==> config.mk <==
export PLATFORM = sky130hd
export DESIGN_NAME = fir_filter
export DESIGN_NICKNAME = d
export VERILOG_FILES = /design/src/rtl/fir_pkg.sv /design/src/rtl/fir_sat.sv /design/src/rtl/fir_filter.sv
export SDC_FILE = /design/constraint.sdc
export NUM_CORES = 1
export LEC_CHECK = 0
export BUFFER_PORTS_ARGS = -buffer_cell sky130_fd_sc_hd__clkbuf_2
export CAP_MARGIN = 20
export CORE_AREA = 2 2 39 41
export DETAILED_ROUTE_END_ITERATION = 16
export DIE_AREA = 0 0 41 43
export PLACE_DENSITY = 0.67
export SLEW_MARGIN = 20
export SYNTH_ARGS = -nofsm -noshare
export SYNTH_HDL_FRONTEND = slang
export SYNTH_SLANG_ARGS = --single-unit
==> constraint.sdc <==
create_clock -name sys_clk -period 2.3 [get_ports sys_clk]
set_input_delay 0.345 -clock sys_clk [delete_from_list [all_inputs] [get_ports sys_clk]]
set_output_delay 0.345 -clock sys_clk [all_outputs]
set_load 0.005 [all_outputs]
==> src/rtl/fir_pkg.sv <==
`default_nettype none
// ============================================================================
// fir_pkg : default widths, tap count and coefficient set for fir_filter
// Revision: 1.0
// ============================================================================
package fir_pkg;

  localparam int DEF_DATA_W = 3;
  localparam int DEF_OUT_W  = 7;
  localparam int DEF_COEF_W = 4;
  localparam int DEF_N_TAPS = 3;

  typedef logic signed [DEF_COEF_W-1:0] coef_t [DEF_N_TAPS];

  // h0 multiplies the newest sample
  localparam coef_t DEF_COEFS = '{4'sd1, 4'sd2, 4'sd1};

endpackage : fir_pkg
`default_nettype wire

==> src/rtl/fir_sat.sv <==
`default_nettype none
// ============================================================================
// fir_sat : combinational signed saturation from IN_W bits down to OUT_W bits
// Revision: 1.0
// ============================================================================
module fir_sat #(
  parameter int IN_W  = 9,
  parameter int OUT_W = 7
) (
  input  logic signed [IN_W-1:0]  din,
  output logic signed [OUT_W-1:0] dout
);

  localparam logic signed [IN_W-1:0] C_MAX = IN_W'((2 ** (OUT_W - 1)) - 1);
  localparam logic signed [IN_W-1:0] C_MIN = IN_W'(-(2 ** (OUT_W - 1)));

  always_comb begin
    dout = din[OUT_W-1:0];
    if (din > C_MAX) begin
      dout = {1'b0, {(OUT_W - 1){1'b1}}};
    end else if (din < C_MIN) begin
      dout = {1'b1, {(OUT_W - 1){1'b0}}};
    end
  end

endmodule : fir_sat
`default_nettype wire

==> src/rtl/fir_filter.sv <==
`default_nettype none
// ============================================================================
// fir_filter : N-tap direct-form FIR, full-precision MAC, saturated registered output
// Revision: 1.0
// ============================================================================
module fir_filter
  import fir_pkg::*;
#(
  parameter int DATA_W = DEF_DATA_W,
  parameter int OUT_W  = DEF_OUT_W,
  parameter int COEF_W = DEF_COEF_W,
  parameter int N_TAPS = DEF_N_TAPS,
  parameter logic signed [COEF_W-1:0] COEFS [N_TAPS] = DEF_COEFS
) (
  input  logic                     sys_clk,
  input  logic                     sys_rst_n,
  input  logic signed [DATA_W-1:0] Xin,
  output logic signed [OUT_W-1:0]  Yout
);

  localparam int ACC_W = DATA_W + COEF_W + $clog2(N_TAPS);

  logic signed [DATA_W-1:0] dly_d  [N_TAPS-1];
  logic signed [DATA_W-1:0] dly_q  [N_TAPS-1];
  logic signed [DATA_W-1:0] tap    [N_TAPS];
  logic signed [ACC_W-1:0]  x_ext  [N_TAPS];
  logic signed [ACC_W-1:0]  c_ext  [N_TAPS];
  logic signed [ACC_W-1:0]  prod   [N_TAPS];
  logic signed [ACC_W-1:0]  acc;
  logic signed [OUT_W-1:0]  yout_d;
  logic signed [OUT_W-1:0]  yout_q;

  assign tap[0] = Xin;

  genvar gi;
  generate
    for (gi = 0; gi < N_TAPS - 1; gi++) begin : g_dly
      assign dly_d[gi]   = tap[gi];
      assign tap[gi + 1] = dly_q[gi];
    end

    // Operands are sign-extended to the accumulator width so no product is truncated
    for (gi = 0; gi < N_TAPS; gi++) begin : g_mac
      assign x_ext[gi] = {{(ACC_W - DATA_W){tap[gi][DATA_W-1]}}, tap[gi]};
      assign c_ext[gi] = {{(ACC_W - COEF_W){COEFS[gi][COEF_W-1]}}, COEFS[gi]};
      assign prod[gi]  = x_ext[gi] * c_ext[gi];
    end
  endgenerate

  always_comb begin
    acc = '0;
    for (int i = 0; i < N_TAPS; i++) begin
      acc = acc + prod[i];
    end
  end

  fir_sat #(
    .IN_W (ACC_W),
    .OUT_W(OUT_W)
  ) u_sat (
    .din (acc),
    .dout(yout_d)
  );

  always_ff @(posedge sys_clk or negedge sys_rst_n) begin
    if (!sys_rst_n) begin
      for (int i = 0; i < N_TAPS - 1; i++) begin
        dly_q[i] <= '0;
      end
      yout_q <= '0;
    end else begin
      for (int i = 0; i < N_TAPS - 1; i++) begin
        dly_q[i] <= dly_d[i];
      end
      yout_q <= yout_d;
    end
  end

  assign Yout = yout_q;

endmodule : fir_filter
`default_nettype wire

Word-level counts from Yosys, hierarchy flattened
Cells that the tools add are included.
{"block": "totals", "regBits": 13, "in_bits": 5}
{"block": "classes", "addsub": 2, "n_lt_le_gt_ge": 2, "n_mux": 2}
{"operator": "$mux 7", "count": 2}
{"operator": "$gt 6x7->1 const B", "count": 1}
{"operator": "$lt 6x7->1 const B", "count": 1}
{"operator": "$add 5x3->6", "count": 1}
{"operator": "$add 3x4->5", "count": 1}

Logic depth before layout (Yosys ltp)
{"block": "depth", "ltp_word": 5, "depth_mapped": 7}

Hierarchy
Synthesis repeated with hierarchy kept, for this count alone.
{"block": "unflattened", "cells_unflattened": 56, "area_unflattened_um2": 678.2}
{"mod": "fir_filter", "instances": 1, "cells_per_inst": 34, "area_each_um2": 543.0, "seq_area_each_um2": 325.3}
{"mod": "fir_sat", "instances": 1, "cells_per_inst": 22, "area_each_um2": 135.1, "seq_area_each_um2": 0.0}

Worst setup path before layout
No wires, ideal clock.
{"block": "synth_path", "path_kind": "input -> register", "start": "input Xin[1]", "end": "register yout_q[5] (netlist: Yout[5])", "arrival_time_ns": 1.902, "required_time_ns": 2.235, "setup_slack_ns": 0.334, "cell_stages": 7, "cell_sequence": "inv_1 fa_1 inv_1 ha_1 fa_1 a211oi_2 mux2_2"}
{"block": "synth_between", "elab_chain_len": 5, "word_cells_on_any_way": 6}
{"element": "start, declared", "line": "fir_filter.sv:17", "text": "input logic signed [DATA_W-1:0] Xin,"}
{"element": "$add 3x4->5 (*)", "line": "fir_filter.sv:53", "text": "acc = acc + prod[i];"}
{"element": "$add 5x3->6 (*)", "line": "fir_filter.sv:53"}
{"element": "$lt 6x7->1", "line": "fir_sat.sv:21", "text": "end else if (din < C_MIN) begin"}
{"element": "$mux 7", "line": "fir_sat.sv:21"}
{"element": "$mux 7 (*)", "line": "fir_sat.sv:19", "text": "if (din > C_MAX) begin"}
{"element": "net u_sat.dout[5]", "line": "fir_sat.sv:11", "text": "output logic signed [OUT_W-1:0] dout"}
{"element": "end signal, assigned", "line": "fir_filter.sv:75", "text": "yout_q <= yout_d;"}
{"element": "end, declared", "line": "fir_filter.sv:31", "text": "logic signed [OUT_W-1:0] yout_q;"}
Mark *: on every way through the listed nets, which the timed path passes. The rest lies on a longest branch.

Worst setup path after layout
{"block": "layout_path", "start": "register dly_q (netlist bit dly_d[0])", "end": "register yout_q[6] (netlist: Yout[6])"}
{"block": "layout_between", "elab_chain_len": 5, "word_cells_on_any_way": 6}
{"element": "start, declared", "line": "fir_filter.sv:24", "text": "logic signed [DATA_W-1:0] dly_q [N_TAPS-1];"}
{"element": "start signal, assigned by index", "line": "fir_filter.sv:73", "text": "dly_q[i] <= dly_d[i];"}
{"element": "$add 3x4->5 (*)", "line": "fir_filter.sv:53"}
{"element": "$add 5x3->6 (*)", "line": "fir_filter.sv:53"}
{"element": "$lt 6x7->1", "line": "fir_sat.sv:21"}
{"element": "$mux 7", "line": "fir_sat.sv:21"}
{"element": "$mux 7 (*)", "line": "fir_sat.sv:19"}
{"element": "net u_sat.dout[6]", "line": "fir_sat.sv:11"}
Marks and branches as above.

==> results.toml <==
[clocking]
cts_resized = 0
post_cts_buffers = 0
cts_max_level = 1
clkLatencyLatePin_ns = 0.26
cts_root_buf = "clkbuf_4"
cts_sinks = 13
cts_tree = "done"
ctsHoldBuffers = 1
clkTransAtPathRegs_ns = 0.08
clockBufferDepth = 2
numCtsBuffers = 3

[route]
wl_per_cell_um = 10.8
routed-via-count = 296
routed_wl_um = 716
wl_met2_um = 385
met1_length_um = 289
drc = 0
top_layer_used = "met4"
drt_iter0_drc = 0
via_per_inst = 4.48
postRouteAntennaNets = 0
wl_met3_um = 37
firstDrtPassIters = 1

[critical_path]
cp-end-kind = "register"
cpMaxStageDelayCell = "fa_1"
path_cells = "inv_1 -> fa_1 -> inv_1 -> ha_1 -> fa_1 -> a211oi_2 -> mux2_2"
worstPathRequired_ns = 2.51
cp.arrival_ns = 2.24
startpoint_type = "register"
max_stage_delay_ns = 0.49
worstPathMaxFanout = 2
crit_type = "register to register"

[die]
die_x_um = 41
num_rows = 14
fp.coreArea_mm2 = 0.00138
die_area_mm2 = 0.00176
die_h_um = 43
start_util_pct = 41.0
ios = 12

[sta]
clock_skew_ns = 0.00255
fin_crit_sh_pct = 88.5
rsz0062_at_grt = "false"
hold_viol = 0
slew_headroom_pct = 78.8
fmax_mhz = 491
fin_setup_tns_ns = 0
tightest_slew_ns = 0.319
fin_crit_ns = 2.04
setup_viol = 0
drv_slew = 0

[placement]
gp_congestion = 0.673
port_buffers = 11
dpl_cell_area_um2 = 631
dpl.hpwl_um = 601

[synth]
yosys_warnings = 0
synthCells = 37
ys_seq_elements = 13
syn_area_per_cell_um2 = 15.3
seq_area_frac_synth_pct = 57.4
netlist_area_um2 = 567
syn-num-nets = 51
synth_top_area_share_pct = 57.4
synth_top_area_cell = "dfrtp_1"
synth_area_leaders = "dfrtp_1 57%, fa_1 14%, ha_1 11%"
yosys.cell_types.count = 11

[pwr]
ir_drop_mv = 0.385
p_leak_uw = 0.000344
cellPowerDensity_mw_per_mm2 = 817

[finish]
fin_area_um2 = 667
nets = 65
syn2layout_area_growth_pct = 17.7
drive_gt1_share_pct = 36.0
antenna_cells = 0
fillers = 122

[outcome]
status = "completed"

[grt]
first_global_vias = 301
grt_max_degree = 14
antenna_found_initial = 0
grt_overflow = 0
grt_usage_pct = 10.6
grt_pass1_wl_um = 1200

[run]
drv_cap = 0

[min_path]
worstHoldPathType = "primary input to register"
[final timing paths]
path	startpoint	end	slack (ns)	depth (start not counted)
min in group asynchronous	sys_rst_n	dly_q[0]	0.50	2
max in group asynchronous	sys_rst_n	Yout[0]	1.56	2
max	dly_d[0]	Yout[6]	0.26	7
max reg2reg	dly_d[0]	Yout[6]	0.26	7
min	Xin[1]	dly_d[1]	0.20	1
min reg2reg	dly_d[0]	dly_q[0]	0.39	0
[per-stage QoR]
stage / power, uW / util (%) / hold WS [ns] / std cells / setup slack (ns)
CTS: 556 / 48.2 / 0.200 / 66 / 0.237
global placement: 413 / 45.6 / 0.252 / 61 / 0.161
finish: 545 / 48.2 / 0.204 / 66 / 0.264
detailed placement: 419 / 45.6 / 0.257 / 61 / 0.135
global route: 587 / 48.2 / 0.196 / 66 / 0.165
floorplan: 368 / - / 0.0494 / 37 / 0.334
[cell type report]
class	instances	area, um^2	share of cell area [%]
Sequential cell	13	325	48.8
Clock buffer	4	26.3	3.94
Multi-Input combinational cell	16	211	31.7
Timing Repair Buffer	12	65.1	9.76
Tap cell	16	20.0	3.00
Inverter	5	18.8	2.81
[cells in the final DEF (no fill, tap or decap)]
master	instances
a211oi_2	1
a21o_1	1
a21oi_2	1
clkbuf_1	1
clkbuf_2	11
clkbuf_4	3
dfrtp_1	13
dlygate4sd3_1	1
fa_1	4
ha_1	5
inv_1	5
mux2_2	2
xnor2_1	1
xor2_1	1
[state kept, by name, summed over array words and instances (netlist names)]
name	count
Yout	7
dly_d	3
dly_q	3
[power by group]
group          switching (uW)  internal, uW
clock                    67.7          67.0
sequential               10.6           268
combinational            62.0          69.9
[critical path, delay by kind of cell (launching register included)]
kind / cells / cell delay (ns)
multiplexers: 1 / 0.18
buffers and inverters: 2 / 0.10
flip-flops: 1 / 0.35
AO/OA/AOI/OAI: 1 / 0.22
adder cells (fa/ha/maj): 3 / 1.13
[cell families (layout without fill, tap and decap cells)]
group | Yosys count | count (layout) | share of synthesized area (%)
mux | 2 | 2 | 3.97
fa+ha+maj | 9 | 9 | 25.2
buf+inv | 8 | 21 | 5.30
compound gates | 3 | 3 | 5.08
xor+xnor | 2 | 2 | 3.09
flops | 13 | 13 | 57.4
[cell usage after synthesis]
cell type  count
fa_1           4
xor2_1         1
mux2_2         2
a21oi_2        1
dfrtp_1       13
a211oi_2       1
ha_1           5
a21o_1         1
inv_1          5
clkbuf_1       3
xnor2_1        1
[metal layers]
metal,GRT usage [%],up-vias
met4,6.00,0
met5,0,-
met2,14.7,7
met3,3.14,2
li1,-,141
met1,14.3,146
Note: power is estimated with default switching activity, not from simulation.
